### src/rtl/alveo_rst_seq_pkg.sv
// Shared types and helpers for the Alveo reset sequencer.
package alveo_rst_seq_pkg;

  localparam int STATE_W = 3;

  typedef enum logic [STATE_W-1:0] {
    ST_MMCM_RST  = 3'd0,
    ST_WAIT_LOCK = 3'd1,
    ST_IDLY_RST  = 3'd2,
    ST_WAIT_RDY  = 3'd3,
    ST_RELEASE   = 3'd4,
    ST_RUN       = 3'd5,
    ST_FAIL      = 3'd6
  } seq_state_e;

  // Bits needed to hold every value 0..max_val.
  function automatic int cnt_width(input int max_val);
    return (max_val < 1) ? 1 : $clog2(max_val + 1);
  endfunction

endpackage

### src/rtl/alveo_sync_2ff.sv
// Two-flop synchronizer for a single asynchronous level; both flops reset to 0.
module alveo_sync_2ff (
  input  logic clk,
  input  logic rst_n,
  input  logic d,
  output logic q
);

  logic meta;

  always_ff @(posedge clk or negedge rst_n) begin
    if (!rst_n) begin
      meta <= 1'b0;
      q    <= 1'b0;
    end else begin
      meta <= d;
      q    <= meta;
    end
  end

endmodule

### src/rtl/alveo_rst_sequencer.sv
// Board clocking reset sequencer on the free-running clk_100 reference.
// Define RST_SEQ_IDELAY_EN to add the IDELAYCTRL reset/ready stage with retry and fail states.
module alveo_rst_sequencer
  import alveo_rst_seq_pkg::*;
#(
  parameter int MMCM_RST_CYCLES    = 16,
  parameter int LOCK_STABLE_CYCLES = 1024,
  parameter int IDLY_RST_CYCLES    = 8,
  parameter int RDY_TIMEOUT        = 4096,
  parameter int MAX_RETRIES        = 3,
  parameter int N_DOMAINS          = 4,
  parameter int STAGGER_CYCLES     = 16
) (
  input  logic                               clk_100,
  input  logic                               rst_n,
  input  logic                               pll_lock,
  input  logic                               idelay_rdy,
  input  logic                               soft_rst_req,
  output logic                               mmcm_rst,
  output logic                               idelay_rst,
  output logic [N_DOMAINS-1:0]               dom_rst,
  output logic                               seq_done,
  output logic                               seq_fail,
  output logic [STATE_W-1:0]                 state_dbg,
  output logic [$clog2(MAX_RETRIES+1)-1:0]   retry_cnt
);

  // One shared counter, sized for the longest interval any state measures.
  localparam int REL_CYCLES = STAGGER_CYCLES * N_DOMAINS;
  localparam int TOP_A      = (MMCM_RST_CYCLES > LOCK_STABLE_CYCLES) ? MMCM_RST_CYCLES : LOCK_STABLE_CYCLES;
  localparam int TOP_B      = (IDLY_RST_CYCLES > RDY_TIMEOUT) ? IDLY_RST_CYCLES : RDY_TIMEOUT;
  localparam int TOP_C      = (TOP_A > TOP_B) ? TOP_A : TOP_B;
  localparam int CNT_TOP    = (TOP_C > REL_CYCLES) ? TOP_C : REL_CYCLES;
  localparam int CNT_W      = cnt_width(CNT_TOP);

  localparam logic [CNT_W-1:0] CNT_SAT   = CNT_W'(CNT_TOP);
  localparam logic [CNT_W-1:0] MMCM_LAST = CNT_W'(MMCM_RST_CYCLES - 1);
  localparam logic [CNT_W-1:0] LOCK_LAST = CNT_W'(LOCK_STABLE_CYCLES - 1);
  localparam logic [CNT_W-1:0] REL_END   = CNT_W'(REL_CYCLES);

  seq_state_e           state, state_nxt;
  logic [CNT_W-1:0]     cnt, cnt_nxt, cnt_inc;
  logic                 lock_s;
  logic                 mmcm_rst_nxt, seq_done_nxt;
  logic [N_DOMAINS-1:0] dom_rst_nxt;

  alveo_sync_2ff u_sync_lock (.clk(clk_100), .rst_n(rst_n), .d(pll_lock), .q(lock_s));

`ifdef RST_SEQ_IDELAY_EN
  localparam int RETRY_W = $clog2(MAX_RETRIES + 1);
  localparam logic [CNT_W-1:0] IDLY_LAST = CNT_W'(IDLY_RST_CYCLES - 1);
  localparam logic [CNT_W-1:0] RDY_LAST  = CNT_W'(RDY_TIMEOUT - 1);

  logic               rdy_s;
  logic [RETRY_W-1:0] retry_q, retry_nxt;
  logic               idelay_rst_nxt, seq_fail_nxt;

  alveo_sync_2ff u_sync_rdy (.clk(clk_100), .rst_n(rst_n), .d(idelay_rdy), .q(rdy_s));
  assign retry_cnt = retry_q;
`else
  logic unused_rdy;
  assign unused_rdy = idelay_rdy;
  assign idelay_rst = 1'b0;
  assign seq_fail   = 1'b0;
  assign retry_cnt  = '0;
`endif

  assign cnt_inc   = (cnt == CNT_SAT) ? cnt : cnt + 1'b1;
  assign state_dbg = state;

  always_ff @(posedge clk_100 or negedge rst_n) begin
    if (!rst_n) begin
      state    <= ST_MMCM_RST;
      cnt      <= '0;
      mmcm_rst <= 1'b1;
      dom_rst  <= '1;
      seq_done <= 1'b0;
`ifdef RST_SEQ_IDELAY_EN
      retry_q    <= '0;
      idelay_rst <= 1'b1;
      seq_fail   <= 1'b0;
`endif
    end else begin
      state    <= state_nxt;
      cnt      <= cnt_nxt;
      mmcm_rst <= mmcm_rst_nxt;
      dom_rst  <= dom_rst_nxt;
      seq_done <= seq_done_nxt;
`ifdef RST_SEQ_IDELAY_EN
      retry_q    <= retry_nxt;
      idelay_rst <= idelay_rst_nxt;
      seq_fail   <= seq_fail_nxt;
`endif
    end
  end

  // Soft request beats lock loss, which beats ready and timeout.
  always_comb begin
    state_nxt = state;
    cnt_nxt   = cnt_inc;
`ifdef RST_SEQ_IDELAY_EN
    retry_nxt = retry_q;
`endif
    if (soft_rst_req) begin
      state_nxt = ST_MMCM_RST;
      cnt_nxt   = '0;
`ifdef RST_SEQ_IDELAY_EN
      retry_nxt = '0;
`endif
    end else begin
      case (state)
        ST_MMCM_RST: begin
          if (cnt == MMCM_LAST) begin
            state_nxt = ST_WAIT_LOCK;
            cnt_nxt   = '0;
          end
        end
        ST_WAIT_LOCK: begin
          if (!lock_s) begin
            cnt_nxt = '0;
          end else if (cnt == LOCK_LAST) begin
`ifdef RST_SEQ_IDELAY_EN
            state_nxt = ST_IDLY_RST;
`else
            state_nxt = ST_RELEASE;
`endif
            cnt_nxt   = '0;
          end
        end
`ifdef RST_SEQ_IDELAY_EN
        ST_IDLY_RST: begin
          if (!lock_s) begin
            state_nxt = ST_WAIT_LOCK;
            cnt_nxt   = '0;
          end else if (cnt == IDLY_LAST) begin
            state_nxt = ST_WAIT_RDY;
            cnt_nxt   = '0;
          end
        end
        ST_WAIT_RDY: begin
          if (!lock_s) begin
            state_nxt = ST_WAIT_LOCK;
            cnt_nxt   = '0;
          end else if (rdy_s) begin
            state_nxt = ST_RELEASE;
            cnt_nxt   = '0;
          end else if (cnt == RDY_LAST) begin
            cnt_nxt = '0;
            if (retry_q < RETRY_W'(MAX_RETRIES)) begin
              retry_nxt = retry_q + 1'b1;
              state_nxt = ST_MMCM_RST;
            end else begin
              state_nxt = ST_FAIL;
            end
          end
        end
        ST_FAIL: cnt_nxt = cnt;
`endif
        ST_RELEASE: begin
          if (!lock_s) begin
            state_nxt = ST_WAIT_LOCK;
            cnt_nxt   = '0;
          end else if (cnt_inc == REL_END) begin
            state_nxt = ST_RUN;
            cnt_nxt   = '0;
          end
        end
        ST_RUN: begin
          cnt_nxt = cnt;
`ifdef RST_SEQ_IDELAY_EN
          retry_nxt = '0;
`endif
          if (!lock_s) begin
            state_nxt = ST_WAIT_LOCK;
            cnt_nxt   = '0;
          end
        end
        default: begin
          state_nxt = ST_MMCM_RST;
          cnt_nxt   = '0;
        end
      endcase
    end
  end

  // Outputs are decoded from the next state so they register in step with it.
  always_comb begin
    mmcm_rst_nxt = 1'b0;
    dom_rst_nxt  = '1;
    seq_done_nxt = 1'b0;
`ifdef RST_SEQ_IDELAY_EN
    idelay_rst_nxt = 1'b0;
    seq_fail_nxt   = 1'b0;
`endif
    case (state_nxt)
      ST_MMCM_RST: begin
        mmcm_rst_nxt = 1'b1;
`ifdef RST_SEQ_IDELAY_EN
        idelay_rst_nxt = 1'b1;
`endif
      end
`ifdef RST_SEQ_IDELAY_EN
      ST_WAIT_LOCK: idelay_rst_nxt = 1'b1;
      ST_IDLY_RST:  idelay_rst_nxt = 1'b1;
      ST_FAIL: begin
        mmcm_rst_nxt   = 1'b1;
        idelay_rst_nxt = 1'b1;
        seq_fail_nxt   = 1'b1;
      end
`endif
      ST_RELEASE: begin
        for (int i = 0; i < N_DOMAINS; i++) begin
          dom_rst_nxt[i] = (cnt_nxt < CNT_W'(STAGGER_CYCLES * (i + 1)));
        end
      end
      ST_RUN: begin
        dom_rst_nxt  = '0;
        seq_done_nxt = 1'b1;
      end
      default: ;
    endcase
  end

endmodule

### config.mk
export PLATFORM = sky130hd
export DESIGN_NAME = alveo_rst_sequencer
export DESIGN_NICKNAME = d
export VERILOG_FILES = /design/src/rtl/alveo_rst_seq_pkg.sv /design/src/rtl/alveo_sync_2ff.sv /design/src/rtl/alveo_rst_sequencer.sv
export SDC_FILE = /design/constraint.sdc
export NUM_CORES = 1
export LEC_CHECK = 0
export CAP_MARGIN = 0
export CORE_ASPECT_RATIO = 0.75
export CORE_MARGIN = 2
export CORE_UTILIZATION = 35
export CTS_CLUSTER_DIAMETER = 200
export CTS_CLUSTER_SIZE = 12
export DETAILED_ROUTE_END_ITERATION = 6
export MAX_ROUTING_LAYER = met4
export PLACE_DENSITY_LB_ADDON = 0.2
export SYNTH_ARGS = -nofsm -noshare
export SYNTH_HDL_FRONTEND = slang
export SYNTH_SLANG_ARGS = --single-unit
### constraint.sdc
create_clock -name clk_100 -period 5.6 [get_ports clk_100]
set_clock_uncertainty 0.05 [all_clocks]
set_input_delay 1.12 -clock clk_100 [delete_from_list [all_inputs] [get_ports clk_100]]
set_output_delay 1.12 -clock clk_100 [all_outputs]
set_load 0.05 [all_outputs]
==> results of run 1 <==
==> final timing paths <==
path	start	end	slack, ns	cells after the start
min reg2reg	u_sync_lock.meta	u_sync_lock.q	0.31	0
min in group asynchronous	rst_n	cnt[0]	1.16	2
max in group asynchronous	rst_n	dom_rst[3]	4.05	2
min	u_sync_lock.meta	u_sync_lock.q	0.31	0
max	cnt[0]	dom_rst[0]	2.46	10
max reg2reg	cnt[0]	dom_rst[0]	2.46	10
==> power groups by stage <==
stage	combinational [µW]	clock, µW	sequential (µW)
after global placement	24.2	0	182
after global routing	26.4	168	179
after CTS	24.1	160	178
after floorplan	16.1	0	181
after detailed placement	24.0	0	182
final	23.8	155	178
==> cells in the mapped netlist (2+ instances only) <==
master | instances | share of area (%)
buf_4 | 7 | 3.2
or2_2 | 3 | 1.1
a31oi_1 | 2 | 0.76
a22oi_1 | 4 | 1.8
buf_2 | 3 | 0.91
nor3_1 | 8 | 2.4
nand3_1 | 10 | 3.0
a21oi_1 | 11 | 3.4
and3_1 | 6 | 2.3
nand2_1 | 18 | 4.1
or3_1 | 2 | 0.76
nand4_1 | 2 | 0.76
and3b_1 | 2 | 1.1
nand2b_1 | 2 | 0.76
xor2_1 | 3 | 1.6
xnor2_1 | 3 | 1.6
o22ai_1 | 5 | 1.9
o21ai_1 | 3 | 0.91
nor4_1 | 2 | 0.76
dfstp_2 | 5 | 8.0
nor2_2 | 2 | 0.76
dfrtp_1 | 19 | 29
inv_1 | 5 | 1.1
nor2_1 | 23 | 5.3
clkbuf_1 | 4 | 0.91
and2_1 | 2 | 0.76
ha_1 | 2 | 1.5
a22o_1 | 2 | 1.1
o21ai_0 | 9 | 2.7
==> registers in the layout, indices dropped and copies added, names as in the netlist <==
| register | count |
|---|---|
| seq_done | 1 |
| u_sync_lock.q | 1 |
| mmcm_rst | 1 |
| u_sync_lock.meta | 1 |
| state_dbg | 3 |
| cnt | 13 |
| dom_rst | 4 |
==> logic make-up (layout without fill, tap and decap cells) <==
group	count (synthesis)	in the layout	share of synthesized area (%)
AOI/OAI and AO/OA	47	47	18.4
xor gates and xnor gates	7	7	4.19
adders and majority gates	2	2	1.52
buffers and inverters	21	23	7.16
DFF	24	24	37.0
other	1	5	0.228
and+or+nand+nor	92	92	31.5
==> per-layer routing <==
layer	GRT usage, %	routed length [µm]	vias to the layer above	share of wire (%)
li1	-	-	705	-
met1	24.5	2030	673	53
met2	19.3	1510	52	39
met3	4.46	302	4	7.8
met4	2.66	26	0	0.67
met5	-	0	-	0
==> layout make-up <==
| type | count | area share, % |
|---|---|---|
| multi-input cells | 153 | 50.8 |
| flip-flops and latches | 24 | 33.1 |
| inverters | 5 | 1.02 |
| well taps | 57 | 3.89 |
| clock inverters | 1 | 1.64 |
| repair buffers | 14 | 7.36 |
| clock buffers | 3 | 2.25 |
==> worst max-delay path, cell delays in order, from the launching register on <==
cell	delay, ns
dfrtp_1	0.49
ha_1	0.29
nand3_1	0.18
nor2_1	0.38
xnor2_1	0.17
a32oi_1	0.16
nor4_2	0.44
o21bai_2	0.23
a22o_1	0.27
nand4bb_4	0.25
o21ai_1	0.16
==> metrics by stage <==
stage               setup WS [ns]  hold WS [ns]
finish                       2.46         0.306
global route                 2.25         0.314
CTS                          2.50         0.310
detailed placement           2.54         0.289
global placement             2.55         0.287
floorplan                    3.05         0.281
==> results.txt, run 1 <==
- Total grt overflow: 0
* Instance area after placement: around 1800 µm²
- Clock tree synthesis selected as its root buffer the cell clkbuf_8.
* IO Count: 18
- The total count of hold-check failures in the final report came to 0.
- The via count of the first global-routing pass came to between 1,000 and 1,500.
- For the worst setup path, the data required time is approximately 5.8 ns.
- Maximum number of buffers from clock root to sink: 2
- 0 antenna diodes ended up in the layout.
- Non-Filler Instances: ~260
* Cell variety after synth: 54
- Clock transition at the register clock pins on the worst setup and hold paths after CTS: 0.09 ns
* Sequential group share of total power: between 50% and 60%
* Count of vias placed by the detailed router: 1,434
- Summing the sequential cell areas from Yosys gives between 30% and 40% of the chip area.
- Die X-Extent: between 80 and 90 µm
* Routed length per placed instance: about 15 µm
* Lkg Pwr: approximately 0.00071 µW
- Commonest non-fill, non-tap cells in the layout: nor2_1 (23), dfrtp_1 (19), nand2_1 (18)
- Synthesis Warnings: 0
- The clock network burns a little over two fifths of the power.
- Cell internal power was estimated by the tool at 277 µW.
- Rel. slew slack: between 60% and 70%
* Antenna violations before repair: 0
* Cells after Synth: between 150 and 200
- After synthesis, the mean cell area works out to about 8.5 µm².
* Mean number of vias per cell: 5.58
* Core outline area: 4490 µm²
- The setup path with the least slack is of type flop to flop.
- The design draws between 300 and 400 µW.
- The die covers about 5300 µm².
- RSZ-0062 raised after global routing: false
- Startpoint type of the worst setup path: flop
- TritonCTS clock tree: yes
* Pin slew with the least headroom to its limit: approximately 0.5 ns
- Iter 0 DRT Violations: 228
- In this run the tool buffered the top-level ports with 12 buffer cells.
- After routing, the total negative slack on setup checks comes to 0 ns.
* Number of CTS-inserted buffers: 3
- In this run switching power makes up between 20% and 30% of total power.
- Type of the most critical hold path: flop to flop
* Count of antenna-violating nets left after detailed routing: 0
- Highest Clock Rate: ~320 MHz
- After detailed routing, the number of remaining DRC violations is 0.
- In the synthesized netlist the async set-or-reset flop fraction comes to 100%.
- STA classifies the critical path endpoint as a flop.
- VDD sags by at most approximately 90 µV.
* Effective utilization at floorplan: between 30% and 40%
- CTS built an H-tree with a depth of 1.
- After floorplanning, the core was divided into 21 placement rows.
* Combinational power share: ~6.7%
* Post-CTS setup buffer count: 0
- Fraction of layout instances using a drive strength above 1: 12.0%
- Placed cell count: 253
- Final non-filler cell area: about 1800 µm²
- Yosys mapped a number of flops with a built-in enable equal to 0.
- Maximum number of pins on one net before global-route repair: 25
* Cell area after synthesis: about 1600 µm²
- Run status: finished clean
- The worst path needs 3.14 ns of the cycle, external delays included.
- The layout has approximately 450 filler cells.
* Height of the chip: 63.3 µm
- Signed area change from the synthesized netlist to the final layout: 11.8%
- Number of maximum-capacitance constraint violations: 0
- For this run, the share of the core covered by cells in the final layout is around 41%.
- Once detailed placement completed, the half-perimeter wirelength came to between 2 and 3 mm.
- In this run the worst path has a maximum fanout of 9.
* Total global routing track utilization: about 16%
- The number of hold buffers added after CTS was 0.
* Crit path arrival time: 3.30 ns
* Final setup vio count: 0
- Later-pin clock latency in the skew report: roughly 0.27 ns
- Number of iterations in the first detailed-routing pass: 4
* Most common library cell in the layout ignoring fill and taps: nor2_1
- For this design, the sink count on the clock tree is 24.
- Number of max-slew violations in the final report: 0
- Power per Cell Area: between 150 and 200 nW/µm²
- The first global-routing pass estimated ~6.3 mm of wire.
* Count of cells resized by post-cts repair: 0
* Combined area of the multi-input logic cells: 932 µm²
* WL final: 3.87 mm
- The worst path uses 56.1% of the clock period.
- Seq cells post-synth: 24
* Switching Power: slightly below 80 µW
- Routability-driven placement finished with a final weighted congestion of 0.913.
- Flip-flop and latch area: 607 µm²
- Net count, final: ~210
* Top flip-flop cell by instance count after synthesis: dfrtp_1
(Power assumes the default switching activity.)
==> inputs of run 2 (changes only) <==
- clock period: 5.6 -> 2.9 ns (I/O delays scaled with it)
==> results.txt, run 2 (synthesized netlist as in run 1, its figures left out) <==
* Run status: finished clean
- Across all register-to-register paths, the minimum setup slack is 0.15 ns.
- Leaving out fill and tap cells, the most frequent cell in the layout is nor2_1.
- Maximum number of pins on one net before global-route repair: 25
- Detailed placement ended at an HPWL of just over 3 mm.
- Worst setup timing slack at the placement stage: between 0.03 and 0.04 ns
* Min Clock Period, post-route: 2.75 ns
- Non-Filler Instances: ~280
* TritonCTS clock tree: yes
* Number of max-slew violations in the final report: 0
- Count of antenna-violating nets left after detailed routing: 0
- The worst register-to-register path begins at cnt[4].
- Maximum number of buffers from clock root to sink: 2
- Worst R2R End: dom_rst[2]
- The analysis attributes to cell leakage a power of between 0.0008 and 0.0009 µW.
* Commonest non-fill, non-tap cells in the layout: nor2_1 (22), buf_4 (19), nand2_1 (18)
- R2R cell count: 9
- Worst IR drop on VDD: between 200 and 300 µV
* Height of the chip: around 63 µm
* IO Count: 18
* Type of the most critical hold path: flop to flop
- RSZ-0062 raised after global routing: true
- In this run the horizontal extent of the chip is around 83 µm.
- Counting the buffers created by CTS gives 3.
* Register bank with the most flops: cnt
- The total count of hold-check failures in the final report is 0.
- Filler Cell Count: between 400 and 500
* Final critical-path setup slack: approximately 0.15 ns
- Of the cells placed in the final design, the portion with a size suffix greater than 1 is 23.4%.
- Walking the worst path, the cells encountered are nand3_1 -> nor2_2 -> xnor2_1 -> a32oi_1 -> nor4_4 -> o22ai_1 -> a22o_1 -> nand4bb_4 -> o21ai_1.
- After layout, the worst path uses 94.7% of the clock period.
- Count of input and output buffers: 12
- The floorplan step defined a core boundary enclosing 4490 µm².
- Total global routing track utilization: around 17%
* Iter 0 DRT Violations: around 120
* Capturing element of the worst setup path: dom_rst[2]
- For this design the total switching power over the nets is approximately 150 µW.
- The die covers 5260 µm².
* Power per Cell Area: around 340 nW/µm²
* Antenna violations before repair: 0
- Routed length per placed instance: ~16 µm
- The first detailed-routing pass took 4 iterations.
- Sequential group share of total power: between 40% and 50%
- Critical Path Fanout Max: 9
* Rel. slew slack: between 60% and 70%
* Count of vias placed by the detailed router: ~1,500
- The worst setup path is of the flop to flop kind.
- Number of global-route vias before repair: approximately 1,400
* Clock sink count: 24
* Internal Pwr Total: about 540 µW
- In this run the clock root is driven by a clkbuf_8.
* Crit path arrival time: roughly 2.9 ns
* Total grt overflow: 0
- On the final layout, the worst hold slack is between 0.3 and 0.4 ns.
* Number of hold buffers added after CTS: 0
- Flip-flop count of the largest register, all copies and words added: 13
* Final setup vio count: 0
* Effective utilization at floorplan: a little over a third
* Signed area change from the synthesized netlist to the final layout: 23.8%
* ANT cells: 0
- Number of rows in the core area: 21
- Placed cell count: approximately 270
* Highest Clock Rate: 364 MHz
- Crit path largest cell delay: approximately 0.57 ns
* Core Util, Final: about 45%
- H-tree level count: 1
* WL final: ~4.3 mm
- Worst endpoint required time: approximately 3.1 ns
- Pin slew with the least headroom to its limit: 0.504 ns
- Number of maximum-capacitance constraint violations: 0
- Startpoint type of the worst setup path: flop
* Mean number of vias per cell: ~5.5
* First-pass GRT wire length: 7.25 mm
- At the later pin of the worst-skew pair, clock insertion delay measures approximately 0.27 ns.
- Clock-pin slew was measured on the worst setup and hold paths at approximately 0.090 ns.
- Type of element capturing the critical path: flop
* Weighted congestion at the end of routability-driven global placement: 0.896
* Net count, final: 226
* Switching fraction of total power: between 20% and 30%
- Clock group share of total power: between 40% and 50%
* Worst setup path startpoint: cnt[4]
- Critical-path cell with the highest stage delay: dfrtp_1
- Drt drc: 0
* Combinational power share: 7.8%
## run 2: layout make-up
cell class	instances	area, µm²	area share (%)
flip-flops and latches	24	611	30.0
well taps	57	71.3	3.51
clock buffers	3	41.3	2.03
clock inverters	1	30.0	1.48
inverters	5	18.8	0.924
multi-input cells	154	997	49.1
repair buffers	31	263	12.9
## run 2: how the worst min path moves through the flow
stage                startpoint  slack [ns]            end  cells past startpoint
2_1_floorplan             rst_n        0.23         cnt[0]                      0
3_3_place_gp   u_sync_lock.meta        0.29  u_sync_lock.q                      0
3_5_place_dp   u_sync_lock.meta        0.31  u_sync_lock.q                      0
4_1_cts        u_sync_lock.meta        0.34  u_sync_lock.q                      0
5_1_grt        u_sync_lock.meta        0.34  u_sync_lock.q                      0
6_report       u_sync_lock.meta        0.32  u_sync_lock.q                      0
## run 2: per-stage QoR
stage | setup TNS (ns) | instance area, µm² | total power [µW]
5_1_grt | -0.00222 | 2030 | 729
3_5_place_dp | 0 | 1880 | 401
3_3_place_gp | 0 | 1880 | 401
4_1_cts | 0 | 1950 | 702
6_report | 0 | 2030 | 695
2_1_floorplan | 0 | 1660 | 381
## run 2: worst max-delay path: cells and delay by family, from the launching register on
family	cells	cell delay [ns]
simple gates	4	1.17
flops	1	0.57
compound gates	4	0.75
xor+xnor	1	0.14
## run 2: repair_timing
item                                    in CTS  in global routing
buffers inserted                             0                  2
endpoints found under the setup margin       0                 11
gates resized for setup                      0                 15
## run 2: routing by layer
layer  GRT usage (%)  vias up  part of all wire (%)
met5               -        -                     0
met4            1.23        0                  0.30
met3            3.41        2                   6.5
met2            23.1       44                    41
met1            28.3      738                    52
li1                -      734                     -
## run 2: power groups by stage
stage          combinational, µW  sequential (µW)  clock [µW]
6_report                    54.5              343         297
4_1_cts                     51.5              343         307
2_1_floorplan               31.1              350           0
3_3_place_gp                51.6              349           0
5_1_grt                     59.9              344         325
3_5_place_dp                51.2              349           0
==> inputs of run 3 (changes only) <==
- SYNTH_HIERARCHICAL: default -> 1
==> results.txt, run 3 <==
- The run finished, with violations left.
* Violated checks: setup timing
- Die area: 5430 µm²
- Pin slew with the least headroom to its limit: 0.648 ns
- The count of buffers added on input and output ports is 12.
* Rel. slew slack: about 57%
- Highest Clock Rate: between 300 and 400 MHz
- Cell variety after synth: slightly above 60
- The Yosys step of the flow raised 6 warnings.
- For the worst-skew pair, the clock arrives at the later sink with an insertion delay of 0.27 ns.
- The via count of the first global-routing pass was 1,623.
- Internal Pwr Total: roughly 460 µW
* Routed length per placed instance: roughly 17 µm
- Counting the buffers created by CTS gives 3.
- Top flip-flop cell by instance count after synthesis: dfrtp_1
- Of the total power, the share spent switching nets is 25.1%.
* Clock transition at the register clock pins on the worst setup and hold paths after CTS: around 0.090 ns
- Power spread over the standard cell area amounts to about 280 nW/µm².
* Critical path class: flop to flop
* Minimum setup slack among reg-to-reg paths: -0.19 ns
- R2R cell count: 11
- Combinational power share: between 10% and 20%
* Min Clock Period, post-route: 3.09 ns
- Core outline area: 4570 µm²
- After synthesis, the share of flip-flops with an asynchronous set or reset is 100%.
* Most numerous cell types in the synthesized netlist: nor2_1 (20), dfrtp_1 (19), a21oi_1 (12), nand2_1 (12), clkbuf_1 (9)
- Once layout is done, the placed cells without fillers occupy roughly 2200 µm².
- Synthesis produced a netlist whose cell count is roughly 190.
- Worst R2R End: cnt[7]
* Leading post-synthesis cells by cell area: dfrtp_1 (28%), dfstp_2 (7.7%), nor2_1 (4.4%)
- Routability-driven placement finished with a final weighted congestion of 0.905.
* Register bank with the most flops: cnt
- Max-cap violations in this run came to 0.
- RSZ-0062 raised after global routing: true
- Final hold violation count: 0
- 18 I/O pins were placed.
- Summing every instance area after synthesis gives ~1700 µm².
- Signed area change from the synthesized netlist to the final layout: 29.0%
* ANT cells: 0
- The library cell used most frequently in the layout, excluding fill and tap cells, is buf_4.
* Endpoint with the worst hold slack: u_sync_lock/q
* Net count, final: around 240
- Type of the most critical hold path: flop to flop
- Portion of the clock cycle consumed by the worst path in the final layout: 106%
- For this block, the via count after detailed routing is 1,658.
- Effective utilization at floorplan: 37.1%
* Part of the Yosys area used for sequential elements: roughly 36%
- First-pass GRT wire length: 7.88 mm
* Count of antenna-violating nets left after detailed routing: 0
- For this design the static power due to leakage is roughly 0.0009 µW.
- Source of the worst hold timing path: u_sync_lock/meta
- The filler cells instantiated in the layout total between 400 and 500.
- Along the worst path, the maximum fanout reaches 6.
- WL final: roughly 4.9 mm
- Worst hold path stage count: 0
- Entering global routing, the biggest net connects 25 pins.
* Number of iterations in the first detailed-routing pass: 4
* Antenna violations before repair: 0
- A synthesized cell averages ~8.8 µm².
* Type of element capturing the critical path: flop
- Worst setup timing slack at the placement stage: -0.176 ns
* Instance area after placement: around 2000 µm²
- In this run, the clock network consumes around 33% of the power.
* Reg-to-Reg Start: cnt[0]
* Number of rows in the core area: 21
- Final setup vio count: 11
- From bottom edge to top edge, the die measures approximately 64 µm.
- TritonCTS built the clock tree.
- CTS built an H-tree with a depth of 1.
* Commonest non-fill, non-tap cells in the layout: buf_4 (37), nor2_1 (20), dfrtp_1 (19)
* Flip-flop count of the largest register, all copies and words added: 13
- For this run, design rule violations remaining after detail routing come to 0.
* Startpoint type of the worst setup path: flop
- Clock sink count: 24
* Seq cells post-synth: 24
- The final count of pins violating max slew is 0.
* Top cell type by total area after synthesis: dfrtp_1
- Mean number of vias per cell: 5.72
- Buffers inserted to repair hold after CTS numbered 0.
- Worst setup path startpoint: cnt[0]
- In this run, synthesis inferred 0 flip-flops with an integrated enable.
- Sum of negative setup slack: -1.34 ns
- Data on the critical path is required at its endpoint by ~3.0 ns.
- Setup slack on the critical path of the routed design comes to -0.187 ns.
* Clk root buf: clkbuf_8
- Registers are responsible for 54.9% of the overall power.
- Fraction of layout instances using a drive strength above 1: a little under a third
- Data arrives at the worst endpoint at about 3.2 ns.
* Switching Power: 156 µW
- Total grt overflow: 0
* Post-route total power: ~620 µW
* Total global routing track utilization: about a fifth
- Fraction of post-synthesis cell area in the top cell type by area: 28.0%
- Once detailed placement completed, the half-perimeter wirelength came to roughly 3.4 mm.
* Maximum number of buffers from clock root to sink: 2
- Most instantiated library cell after synthesis: nor2_1
- Across the VDD grid, the largest voltage drop is ~150 µV.
- Iter 0 DRT Violations: between 100 and 150
- Die X-Extent: around 84 µm
## run 3: cell types whose count changed in the layout (fill, tap and decap cells not counted), sizes merged, moves of 3 or more
cell | before | now
buf | 19 | 38
xor2 | 4 | 1
and2 | 2 | 5
nand2 | 18 | 12
nand3 | 11 | 8
a22oi | 4 | 1
nor2 | 25 | 20
o2111ai | 0 | 3
o21ai | 12 | 9
o31ai | 0 | 3
## run 3: cells by family (layout without fill, tap and decap cells)
| family | count (synthesis) | after routing | synth area share, % |
|---|---|---|---|
| DFF | 24 | 24 | 35.8 |
| xor gates and xnor gates | 6 | 6 | 3.10 |
| adders and majority gates | 2 | 2 | 1.47 |
| buffers and inverters | 26 | 61 | 8.78 |
| and+or+nand+nor | 84 | 84 | 28.3 |
| other | 1 | 5 | 0.221 |
| muxes | 4 | 4 | 2.73 |
| AOI/OAI and AO/OA | 46 | 47 | 19.6 |
## run 3: repair_timing
action                                  CTS  global route
setup buffers                             3             2
cloned                                    1             0
endpoints found under the setup margin    9            14
pin swaps                                 4             8
resized for setup                         3            11
## run 3: cell type report
class                      instances  area [µm²]  share of cell area (%)
clock buffer                       4        45.0                    2.06
inverter                           7        26.3                    1.20
multi-input combinational        148        1030                    47.1
sequential                        24         607                    27.7
tap                               57        71.3                    3.26
timing repair buffer              50         409                    18.7
## run 3: critical path, stage by stage (launching register included)
cell and delay, ns:
dfrtp_1 0.40, inv_2 0.09, ha_4 0.13, or4bb_1 0.41, or3_4 0.35, mux2_4 0.32, nor4_4 0.42, a41oi_4 0.23
buf_6 0.20, a21o_1 0.16, a22oi_2 0.15, nor2_1 0.06
## run 3: power groups by stage
stage / Combinational, µW / Sequential (µW) / Clock, µW
global placement: 64.0 / 347 / 0
CTS: 70.4 / 341 / 216
global route: 82.9 / 341 / 232
floorplan: 40.1 / 349 / 0
detailed placement: 65.4 / 347 / 0
finish: 76.3 / 341 / 204
## run 3: worst max path at each step
stage                  end  slack [ns]  cells after the start
floorplan           cnt[7]       -0.05                     12
global placement    cnt[7]       -0.10                     11
detailed placement  cnt[7]       -0.18                     11
CTS                 cnt[7]       -0.17                     11
global route        cnt[7]       -0.30                     11
finish              cnt[7]       -0.19                     11
## run 3: stage by stage
| stage | util, % | cells | hold slack (ns) |
|---|---|---|---|
| floorplan | - | 197 | 0.234 |
| global placement | 44.4 | 280 | 0.284 |
| detailed placement | 44.4 | 280 | 0.293 |
| CTS | 46.3 | 288 | 0.314 |
| global route | 47.9 | 290 | 0.323 |
| finish | 47.9 | 290 | 0.309 |
## run 3: metal layers
layer	vias up	share of wire, %	GRT usage, %	routed length [µm]
met3	4	6.6	3.36	327
met1	810	46	25.6	2290
met4	0	0.69	6.55	34
li1	778	-	-	-
met2	66	46	29.1	2300
met5	-	0	-	0
